File: config.mk
export PLATFORM = sky130hd
export DESIGN_NAME = muldiv_unit
export DESIGN_NICKNAME = d
export VERILOG_FILES = /design/src/rtl/muldiv_unit.sv
export SDC_FILE = /design/constraint.sdc
export NUM_CORES = 1
export LEC_CHECK = 0
export ABC_AREA = 0
export CORE_MARGIN = 2
export CORE_UTILIZATION = 45
export CTS_CLUSTER_SIZE = 30
export DETAILED_ROUTE_END_ITERATION = 16
export PLACE_DENSITY = 0.71
export RECOVER_POWER = 25
export SLEW_MARGIN = 20
export SYNTH_ARGS = -nofsm -noshare
export SYNTH_HDL_FRONTEND = slang
export SYNTH_SLANG_ARGS = --single-unit
File: constraint.sdc
create_clock -name clock -period 4.1 [get_ports clock]
set_input_delay 0.82 -clock clock [delete_from_list [all_inputs] [get_ports clock]]
set_output_delay 0.82 -clock clock [all_outputs]
set_load 0.01 [all_outputs]
File: src/rtl/muldiv_unit.sv
// muldiv_unit: iterative radix-2 multiply/divide unit with a start/busy/done handshake.
// Operations: MULU, MULS (2*WIDTH product), DIVU, DIVS (quotient/remainder).
// Optional build macro MULDIV_EARLY_OUT_EN: trivial multiplies and divides whose
// quotient is obviously zero finish in 2 cycles instead of WIDTH+2.
module muldiv_unit #(
    parameter int WIDTH = 32,
    parameter int CNT_W = $clog2(WIDTH) + 1
) (
    input  logic             clock,
    input  logic             reset,
    input  logic [1:0]       op,
    input  logic             start,
    input  logic [WIDTH-1:0] a,
    input  logic [WIDTH-1:0] b,
    output logic             busy,
    output logic             done,
    output logic [WIDTH-1:0] result_lo,
    output logic [WIDTH-1:0] result_hi,
    output logic             zero_out,
    output logic             neg_out,
    output logic             div_by_zero
);

    localparam logic [1:0] S_IDLE = 2'd0;
    localparam logic [1:0] S_RUN  = 2'd1;
    localparam logic [1:0] S_FIX  = 2'd2;

    localparam logic [1:0] OP_MULS = 2'd1;
    localparam logic [1:0] OP_DIVS = 2'd3;

    logic [1:0]       state_reg;
    logic [1:0]       op_reg;
    logic             neg_a_reg;
    logic             neg_b_reg;
    logic             dz_reg;
    logic [CNT_W-1:0] cnt_reg;
    // hi_reg/lo_reg: product accumulator for multiply, remainder/quotient for divide.
    logic [WIDTH-1:0] hi_reg;
    logic [WIDTH-1:0] lo_reg;
    // opnd_reg: multiplicand magnitude for multiply, divisor magnitude for divide.
    logic [WIDTH-1:0] opnd_reg;
    logic             done_reg;
    logic [WIDTH-1:0] result_lo_reg;
    logic [WIDTH-1:0] result_hi_reg;
    logic             zero_reg;
    logic             neg_reg;
    logic             div_by_zero_reg;

    logic             sign_a;
    logic             sign_b;
    logic [WIDTH-1:0] mag_a;
    logic [WIDTH-1:0] mag_b;
    logic [WIDTH:0]   mul_sum;
    logic [WIDTH:0]   div_trial;
    logic [WIDTH-1:0] step_hi;
    logic [WIDTH-1:0] step_lo;
    logic [2*WIDTH-1:0] fix_prod;
    logic [WIDTH-1:0] fix_quo;
    logic [WIDTH-1:0] fix_rem;

    // Operand conditioning at accept: signed ops work on magnitudes (MIN maps to 2^(WIDTH-1)).
    always_comb begin
        sign_a = op[0] & a[WIDTH-1];
        sign_b = op[0] & b[WIDTH-1];
        mag_a  = sign_a ? (~a + 1'b1) : a;
        mag_b  = sign_b ? (~b + 1'b1) : b;
    end

    // One iteration: shift-and-add (multiplier LSB in lo_reg[0]) or restoring-divide step.
    always_comb begin
        mul_sum   = {1'b0, hi_reg} + {1'b0, {WIDTH{lo_reg[0]}} & opnd_reg};
        div_trial = {hi_reg, lo_reg[WIDTH-1]} - {1'b0, opnd_reg};
        step_hi   = hi_reg;
        step_lo   = lo_reg;
        if (op_reg[1]) begin
            if (div_trial[WIDTH]) begin
                step_hi = {hi_reg[WIDTH-2:0], lo_reg[WIDTH-1]};
                step_lo = {lo_reg[WIDTH-2:0], 1'b0};
            end else begin
                step_hi = div_trial[WIDTH-1:0];
                step_lo = {lo_reg[WIDTH-2:0], 1'b1};
            end
        end else begin
            step_hi = mul_sum[WIDTH:1];
            step_lo = {mul_sum[0], lo_reg[WIDTH-1:1]};
        end
    end

    // Sign fix-up of the unsigned core result; divide-by-zero results pass through untouched.
    always_comb begin
        fix_prod = {hi_reg, lo_reg};
        fix_quo  = lo_reg;
        fix_rem  = hi_reg;
        if (op_reg == OP_MULS && (neg_a_reg ^ neg_b_reg))
            fix_prod = ~{hi_reg, lo_reg} + 1'b1;
        if (op_reg == OP_DIVS && !dz_reg) begin
            if (neg_a_reg ^ neg_b_reg)
                fix_quo = ~lo_reg + 1'b1;
            if (neg_a_reg)
                fix_rem = ~hi_reg + 1'b1;
        end
    end

    // Control FSM, datapath registers and result/flag registers.
    always_ff @(posedge clock) begin
        if (reset) begin
            state_reg       <= S_IDLE;
            op_reg          <= '0;
            neg_a_reg       <= 1'b0;
            neg_b_reg       <= 1'b0;
            dz_reg          <= 1'b0;
            cnt_reg         <= '0;
            hi_reg          <= '0;
            lo_reg          <= '0;
            opnd_reg        <= '0;
            done_reg        <= 1'b0;
            result_lo_reg   <= '0;
            result_hi_reg   <= '0;
            zero_reg        <= 1'b0;
            neg_reg         <= 1'b0;
            div_by_zero_reg <= 1'b0;
        end else begin
            done_reg <= 1'b0;
            case (state_reg)
                S_IDLE: begin
                    if (start) begin
                        op_reg    <= op;
                        neg_a_reg <= sign_a;
                        neg_b_reg <= sign_b;
                        dz_reg    <= 1'b0;
                        cnt_reg   <= CNT_W'(WIDTH);
                        hi_reg    <= '0;
                        state_reg <= S_RUN;
                        if (op[1]) begin
                            lo_reg   <= mag_a;
                            opnd_reg <= mag_b;
                        end else begin
                            lo_reg   <= mag_b;
                            opnd_reg <= mag_a;
                        end
                        if (op[1] && b == '0) begin
                            dz_reg    <= 1'b1;
                            hi_reg    <= a;
                            lo_reg    <= '1;
                            state_reg <= S_FIX;
                        end
`ifdef MULDIV_EARLY_OUT_EN
                        else if (!op[1] && (a == '0 || b == '0)) begin
                            lo_reg    <= '0;
                            state_reg <= S_FIX;
                        end else if (op[1] && mag_a < mag_b) begin
                            hi_reg    <= mag_a;
                            lo_reg    <= '0;
                            state_reg <= S_FIX;
                        end
`endif
                    end
                end
                S_RUN: begin
                    hi_reg  <= step_hi;
                    lo_reg  <= step_lo;
                    cnt_reg <= cnt_reg - CNT_W'(1);
                    if (cnt_reg == CNT_W'(1))
                        state_reg <= S_FIX;
                end
                S_FIX: begin
                    if (op_reg[1]) begin
                        result_lo_reg <= fix_quo;
                        result_hi_reg <= fix_rem;
                        zero_reg      <= (fix_quo == '0);
                        neg_reg       <= fix_quo[WIDTH-1];
                    end else begin
                        result_lo_reg <= fix_prod[WIDTH-1:0];
                        result_hi_reg <= fix_prod[2*WIDTH-1:WIDTH];
                        zero_reg      <= (fix_prod == '0);
                        neg_reg       <= fix_prod[2*WIDTH-1];
                    end
                    div_by_zero_reg <= dz_reg;
                    done_reg        <= 1'b1;
                    state_reg       <= S_IDLE;
                end
                default: state_reg <= S_IDLE;
            endcase
        end
    end

    assign busy        = (state_reg != S_IDLE);
    assign done        = done_reg;
    assign result_lo   = result_lo_reg;
    assign result_hi   = result_hi_reg;
    assign zero_out    = zero_reg;
    assign neg_out     = neg_reg;
    assign div_by_zero = div_by_zero_reg;

endmodule

==> metrics.md, run 1 <==
| Metric | Value |
|---|---|
| Crit end category | flop |
| CP startpoint kind | flop |
| Final min period | about 3.8 ns |
| Initial antenna violation count | 2 |
| Number of synthesized flops with an enable pin | 0 |
| Top post-synthesis cells by count | nor2_1 (269), nand2_1 (247), a21oi_1 (238), dfxtp_1 (177), clkbuf_1 (169) |
| DRT Wirelength | 74.9 mm |
| Pins Over Slew Limit | 34 |
| DR vias | 19,800 |
| Largest fanout on the critical path | 9 |
| Ys Warns | 0 |
| Core Rows | 71 |
| Chip height | between 150 and 200 um |
| Global route total overflow | 0 |
| Synth Flop Type | dfxtp_1 |
| Critical R2R Capture | zero_out$_SDFFE_PP0P_ |
| Syn Area/Cell | 7.03 um2 |
| I/O pin cnt | 138 |
| Via density | 6.44 |
| Die Wd | 200 um |
| TritonCTS buffer count | 17 |
| Top cells by area, synth | dfxtp_1 (21%), a21oi_1 (6.9%), nor2_1 (5.8%) |
| Pre-antenna DRT Iters | 5 |
| Hold path start | result_hi[15]$_SDFFE_PP0P_ |
| Relative slew slack | -0.0327 |
| Cell variety after synth | 89 |
| CTS tree | built |
| Post-DP HPWL | 57.2 mm |
| Share of cells above drive strength 1 | 0.0900 |
| GP Congestion | about 1 |
| Synthesized net count | 2,599 |
| Clock Pin Slew Worst Setup and Hold Paths | 0.08 ns |
| Area leader, netlist | dfxtp_1 |
| PwrDens | about 430 mW/mm2 |
| Final Cycle Share | 0.919 |
| Number of buffers added on ports | 137 |
| Pin count of the biggest net entering global routing | 178 |
| Endpoint, Worst Hold | result_hi[15]$_SDFFE_PP0P_ |
| Maximum root-to-sink buffer count | 2 |
| Leakage | 7.96 nW |
| Full die area | 0.0400 mm2 |
| Async SR Flop Fraction | 0 |
| DR iter-0 viols | 2,247 |
| Failing checks | max-capacitance violations, max-slew violations |
| Core Util, Final | 0.535 |
| All-layer global routing usage | 0.372 |
| R2r setup slk | 0.33 ns |
| Starting Density | 0.457 |
| # DRC | 0 |
| Max cap viols | 1 |
| Setup TNS | 0 ns |
| Synthesized area | 0.0173 mm2 |
| Hold WC Path Type | reg -> reg |
| Peak supply drop | between 0.4 and 0.5 mV |
| Synth Register Bits | 177 |
| Unrepaired setup endpoints after global routing | no |
| Top cell type's share of synthesized area | 0.205 |
| P&R area growth vs syn | 17.0% |
| Wire per inst | 24.4 um |
| Req. time, crit path | 4.49 ns |
| Final Hold Fails | 0 |
| Clock sinks | ~180 |
| WP data arrival | 4.16 ns |
| Top-count cell post-synth | nor2_1 |
| Nets@finish | 2,685 |
| Reg2Reg Depth | 10 |
| Clock Latency Late Sink | approximately 0.48 ns |
| RR Startpoint | lo_reg[9]$_SDFFE_PP0P_ |
| Critical path class | reg -> reg |
| Number of global-route vias before repair | around 18,000 |
| Final Skew | 0.0224 ns |
| Routed Antenna Nets | 0 |
| H-tree levels | 4 |
| Total core area | ~0.038 mm2 |
| Cells after synthesis | around 2,500 |
| Final setup fails | 0 |
| Worst-Margin Slew | 1.55 ns |
| Hold depth | 2 |
| Fmax | 0.265 GHz |
| First-pass GRT wire length | 111 mm |
| Fillers | 3,738 |
| Sequential area share after synthesis | 0.205 |
| Clk root buf | clkbuf_16 |
| Status | finished, violations left |
==> through the flow <==
step                hold slack, ns  area (um2)  setup WS, ns  power, mW  cells
floorplan                    0.432       17300         0.568       5.07   2457
global placement             0.441       19500         0.317       6.71   3034
detailed placement           0.443       19500         0.209       6.73   3034
CTS                          0.454       20200         0.237       8.50   3066
global route                 0.473       20200        0.0859       9.05   3067
finish                       0.451       20200         0.332       8.63   3069
==> worst max-delay path: stages (launching register included) <==
cell      delay (ns)
dfxtp_1         0.45
or4_4           0.53
or3_1           0.50
nor3_4          0.57
buf_4           0.24
nand3_1         0.15
mux2i_1         0.15
o21ai_0         0.51
o2111a_1        0.30
nand4_1         0.10
o31ai_2         0.19
==> cell families after synthesis <==
family / count (synthesis) / share of synthesized area
simple gates: 907 / 0.259
compound gates: 810 / 0.302
buf+inv: 266 / 0.0599
flops: 177 / 0.205
xor+xnor: 156 / 0.0791
fa+ha+maj: 73 / 0.0538
mux: 68 / 0.0406
==> layout make-up <==
class	instances	area, um2	area share
Tap cell	511	639	0.0317
Timing Repair Buffer	266	2390	0.118
Antenna cell	2	5.00	0.000248
Clock inverter	15	210	0.0104
Clock buffer	17	425	0.0211
Sequential cell	177	3550	0.176
Inverter	67	251	0.0125
Multi-Input combinational cell	2014	12700	0.630
==> report_power, final <==
part	leakage (nW)	internal (mW)	total, mW	switching, mW
clock network	0.306	0.891	1.78	0.890
logic	6.21	1.70	4.64	2.95
registers	1.45	1.91	2.20	0.286
total	7.96	4.50	8.63	4.13
==> placed cells by master, fill, tap and decap left out, types with 28 or more instances in the layout <==
| master | Yosys | routed |
|---|---|---|
| a31oi_1 | 36 | 36 |
| a21oi_1 | 238 | 238 |
| a211oi_1 | 69 | 69 |
| inv_1 | 66 | 66 |
| xnor2_1 | 82 | 82 |
| ha_1 | 71 | 71 |
| mux2i_1 | 52 | 52 |
| o21ai_0 | 161 | 160 |
| nor3_1 | 69 | 68 |
| a21o_1 | 46 | 46 |
| dlygate4sd3_1 | 0 | 56 |
| clkdlybuf4s50_1 | 0 | 79 |
| dfxtp_1 | 177 | 176 |
| buf_4 | 0 | 124 |
| o211ai_1 | 35 | 35 |
| xor2_1 | 74 | 74 |
| nand2_1 | 247 | 247 |
| nand4_1 | 28 | 28 |
| or3_1 | 39 | 39 |
| nor2_1 | 269 | 267 |
| nand3_1 | 53 | 53 |
==> how the worst max path moves through the flow <==
| stage | from | to | slack (ns) | depth (start not counted) |
|---|---|---|---|---|
| 4_1_cts | lo_reg[0]$_SDFFE_PP0P_ | hi_reg[25]$_SDFFE_PP0P_ | 0.24 | 15 |
| 6_report | lo_reg[9]$_SDFFE_PP0P_ | zero_out$_SDFFE_PP0P_ | 0.33 | 10 |
| 3_5_place_dp | b[24] | hi_reg[27]$_SDFFE_PP0P_ | 0.21 | 11 |
| 5_1_grt | lo_reg[0]$_SDFFE_PP0P_ | hi_reg[25]$_SDFFE_PP0P_ | 0.09 | 15 |
| 3_3_place_gp | b[15] | hi_reg[17]$_SDFFE_PP0P_ | 0.32 | 10 |
| 2_1_floorplan | lo_reg[31]$_SDFFE_PP0P_ | hi_reg[8]$_SDFFE_PP0P_ | 0.57 | 15 |
==> repair_timing <==
item | CTS | global route
hold buffers | 0 | 0
setup endpoints to repair | 0 | 1
buffers inserted | 0 | 0
hold endpoints to repair | 0 | 0
gates resized for setup | 0 | 3
==> layer usage <==
metal / wire (um) / share of wire / global-route usage / vias to the layer above
li1: - / - / - / 9196
met1: 29100 / 0.39 / 0.449 / 9236
met2: 33400 / 0.45 / 0.587 / 1065
met3: 6470 / 0.086 / 0.0721 / 279
met4: 5900 / 0.079 / 0.281 / 2
met5: 13 / 0.00017 / 0 / -
Note: power is estimated with default switching activity, not from simulation.
==> inputs of run 2 (changes only) <==
Settings changed: SETUP_SLACK_MARGIN set to 0.5.
Clock period 4.1 ns to 4.8 ns, I/O delays scaled along.
==> run 2 against run 1 <==
  * Flip-flop and latch count unchanged
  * Sequential share of layout area increased by 0.46 points
  * Via count decreased by 0.20%
  * Critical path depth increased by 3
  * Worst setup slack improved by 0.50 ns
  * Non-clock buffer count decreased by 53
  * Die area unchanged
  * Largest cell class unchanged
  * Utilization decreased by 1.4 points
  * Largest power group unchanged
  * The flow still finishes with violations (max-capacitance violations, max-slew violations)
==> metrics.md, run 2 (synthesis gave the netlist of run 1 again) <==
| Metric | Value |
|---|---|
| Total core area | 0.0378 mm2 |
| PwrDens | about 360 mW/mm2 |
| Req. time, crit path | just over 5 ns |
| Final min period | 3.97 ns |
| Chip height | 200 um |
| Pre-antenna DRT Iters | 8 |
| Unrepaired setup endpoints after global routing | no |
| Commonest non-fill, non-tap cell in the layout | nor2_1 |
| Worst-path cell chain | inv_1 > ha_1 > nor3b_1 > buf_4 > nand2_1 > nor3_4 > buf_4 > nand3_1 > xor2_1 > or3_1 > a21oi_1 > o2111ai_1 > o31ai_2 |
| Critical R2R Capture | zero_out$_SDFFE_PP0P_ |
| Crit end category | flop |
| Maximum root-to-sink buffer count | 2 |
| CTS resizes | 0 |
| DRT Wirelength | 74.1 mm |
| CP startpoint kind | flop |
| Number of buffers added on ports | 137 |
| Final Skew | between 0.015 and 0.02 ns |
| Met1 Use GR | 0.457 |
| Most frequent cells in the layout | nor2_1 (266), nand2_1 (247), a21oi_1 (238) |
| Top Usage Layer GRT | met2 |
| Share of cells above drive strength 1 | 0.0711 |
| Post-DP HPWL | 55.6 mm |
| All-layer global routing usage | 0.370 |
| Max cap viols | 1 |
| Pins Over Slew Limit | 86 |
| Crit-path max cell delay | 0.48 ns |
| P&R area growth vs syn | 14.0% |
| Fmax | 0.252 GHz |
| Clock sinks | 177 |
| Critical path class | reg -> reg |
| Initial antenna violation count | 1 |
| # DRC | 0 |
| Clk root buf | clkbuf_16 |
| Pwr Total | between 7 and 8 mW |
| Met2 Resource Use GR | 0.580 |
| Peak supply drop | roughly 0.28 mV |
| Slowest CP cell | nor3_4 |
| I/O pin cnt | 138 |
| Hold WC Path Type | reg -> reg |
| First-pass GRT wire length | 111 mm |
| Pin count of the biggest net entering global routing | 95 |
| Setup TNS | 0 ns |
| Leakage | 7.67 nW |
| RR Startpoint | lo_reg[0]$_SDFFE_PP0P_ |
| WP data arrival | 4.36 ns |
| Wire per inst | 24.6 um |
| Reg2Reg Depth | 13 |
| # Post-CTS Setup Buffers | 0 |
| Fillers | 3,786 |
| Global route total overflow | 0 |
| Final setup fails | 0 |
| Routed Antenna Nets | 0 |
| TritonCTS buffer count | 17 |
| Cell mode on critical path | buf_4 |
| Failing checks | max-capacitance violations, max-slew violations |
| Relative slew slack | -0.291 |
| Worst-Margin Slew | 1.94 ns |
| R2r setup slk | 0.83 ns |
| Number of global-route vias before repair | 18,400 |
| Status | finished, violations left |
| Starting Density | 0.457 |
| DR iter-0 viols | 2,301 |
| Full die area | 0.0400 mm2 |
| Cts hold-fix bufs | 0 |
| ANT cells | 0 |
| GP Congestion | a little over 1 |
| Hold path start | neg_out$_SDFFE_PP0P_ |
| DR vias | about 20,000 |
| Hold depth | 2 |
| Via density | 6.55 |
| Endpoint, Worst Hold | neg_out$_SDFFE_PP0P_ |
| Final Cycle Share | 0.827 |
| H-tree levels | 4 |
| GRT met3 Usage | 0.0643 |
| Clock Latency Late Sink | 0.47 ns |
| Die Wd | 200 um |
| Largest fanout on the critical path | 10 |
| CTS tree | built |
| Final Hold Fails | 0 |
| Core Rows | 71 |
| Nets@finish | 2,632 |
| Clock Pin Slew Worst Setup and Hold Paths | roughly 0.070 ns |
[run 2: worst max path at each step]
stage / start / end / slack [ns]
2_1_floorplan: lo_reg[31]$_SDFFE_PP0P_ / hi_reg[8]$_SDFFE_PP0P_ / 1.27
3_3_place_gp: lo_reg[31]$_SDFFE_PP0P_ / hi_reg[25]$_SDFFE_PP0P_ / 0.72
3_5_place_dp: a[4] / opnd_reg[27]$_SDFFE_PP0P_ / 0.69
4_1_cts: lo_reg[0]$_SDFFE_PP0P_ / zero_out$_SDFFE_PP0P_ / 0.88
5_1_grt: lo_reg[31]$_SDFFE_PP0P_ / hi_reg[25]$_SDFFE_PP0P_ / 0.56
6_report: lo_reg[0]$_SDFFE_PP0P_ / zero_out$_SDFFE_PP0P_ / 0.83
[run 2: report_power, final]
part           internal, mW  total, mW  switching, mW  leakage [nW]
combinational          1.34       3.80           2.46          5.94
sequential             1.63       1.90          0.263          1.45
clock                 0.731       1.45          0.721         0.274
[run 2: through the flow]
stage | setup WS, ns | util | hold slack [ns] | area [um2] | std cells
after floorplan | 1.27 | - | 0.432 | 17300 | 2457
after global placement | 0.717 | 0.506 | 0.441 | 19100 | 2982
after detailed placement | 0.691 | 0.506 | 0.447 | 19100 | 2982
after CTS | 0.876 | 0.521 | 0.456 | 19700 | 3013
after global routing | 0.557 | 0.521 | 0.476 | 19700 | 3013
final | 0.831 | 0.521 | 0.448 | 19700 | 3013
[run 2: critical path: cells and delay by family, from the launching register on]
kind / cells / cell delay [ns]
AND/OR/NAND/NOR: 5 / 1.49
AO/OA/AOI/OAI: 3 / 0.60
adder cells (fa/ha/maj): 1 / 0.43
buffers and inverters: 3 / 0.76
flip-flops: 1 / 0.39
XOR/XNOR: 1 / 0.20
[run 2: metal layers]
| metal | routed length [um] | part of all wire |
|---|---|---|
| met5 | 0 | 0 |
| met4 | 6150 | 0.083 |
| met3 | 6580 | 0.089 |
| met2 | 32600 | 0.44 |
| met1 | 28800 | 0.39 |
[run 2: area by class of cell]
class	count	area, um2	area share
timing repair buffer	213	1940	0.0984
tap	511	639	0.0325
clock inverter	14	154	0.00782
multi-input combinational	2014	12700	0.647
sequential	177	3550	0.180
clock buffer	17	425	0.0216
inverter	67	251	0.0128
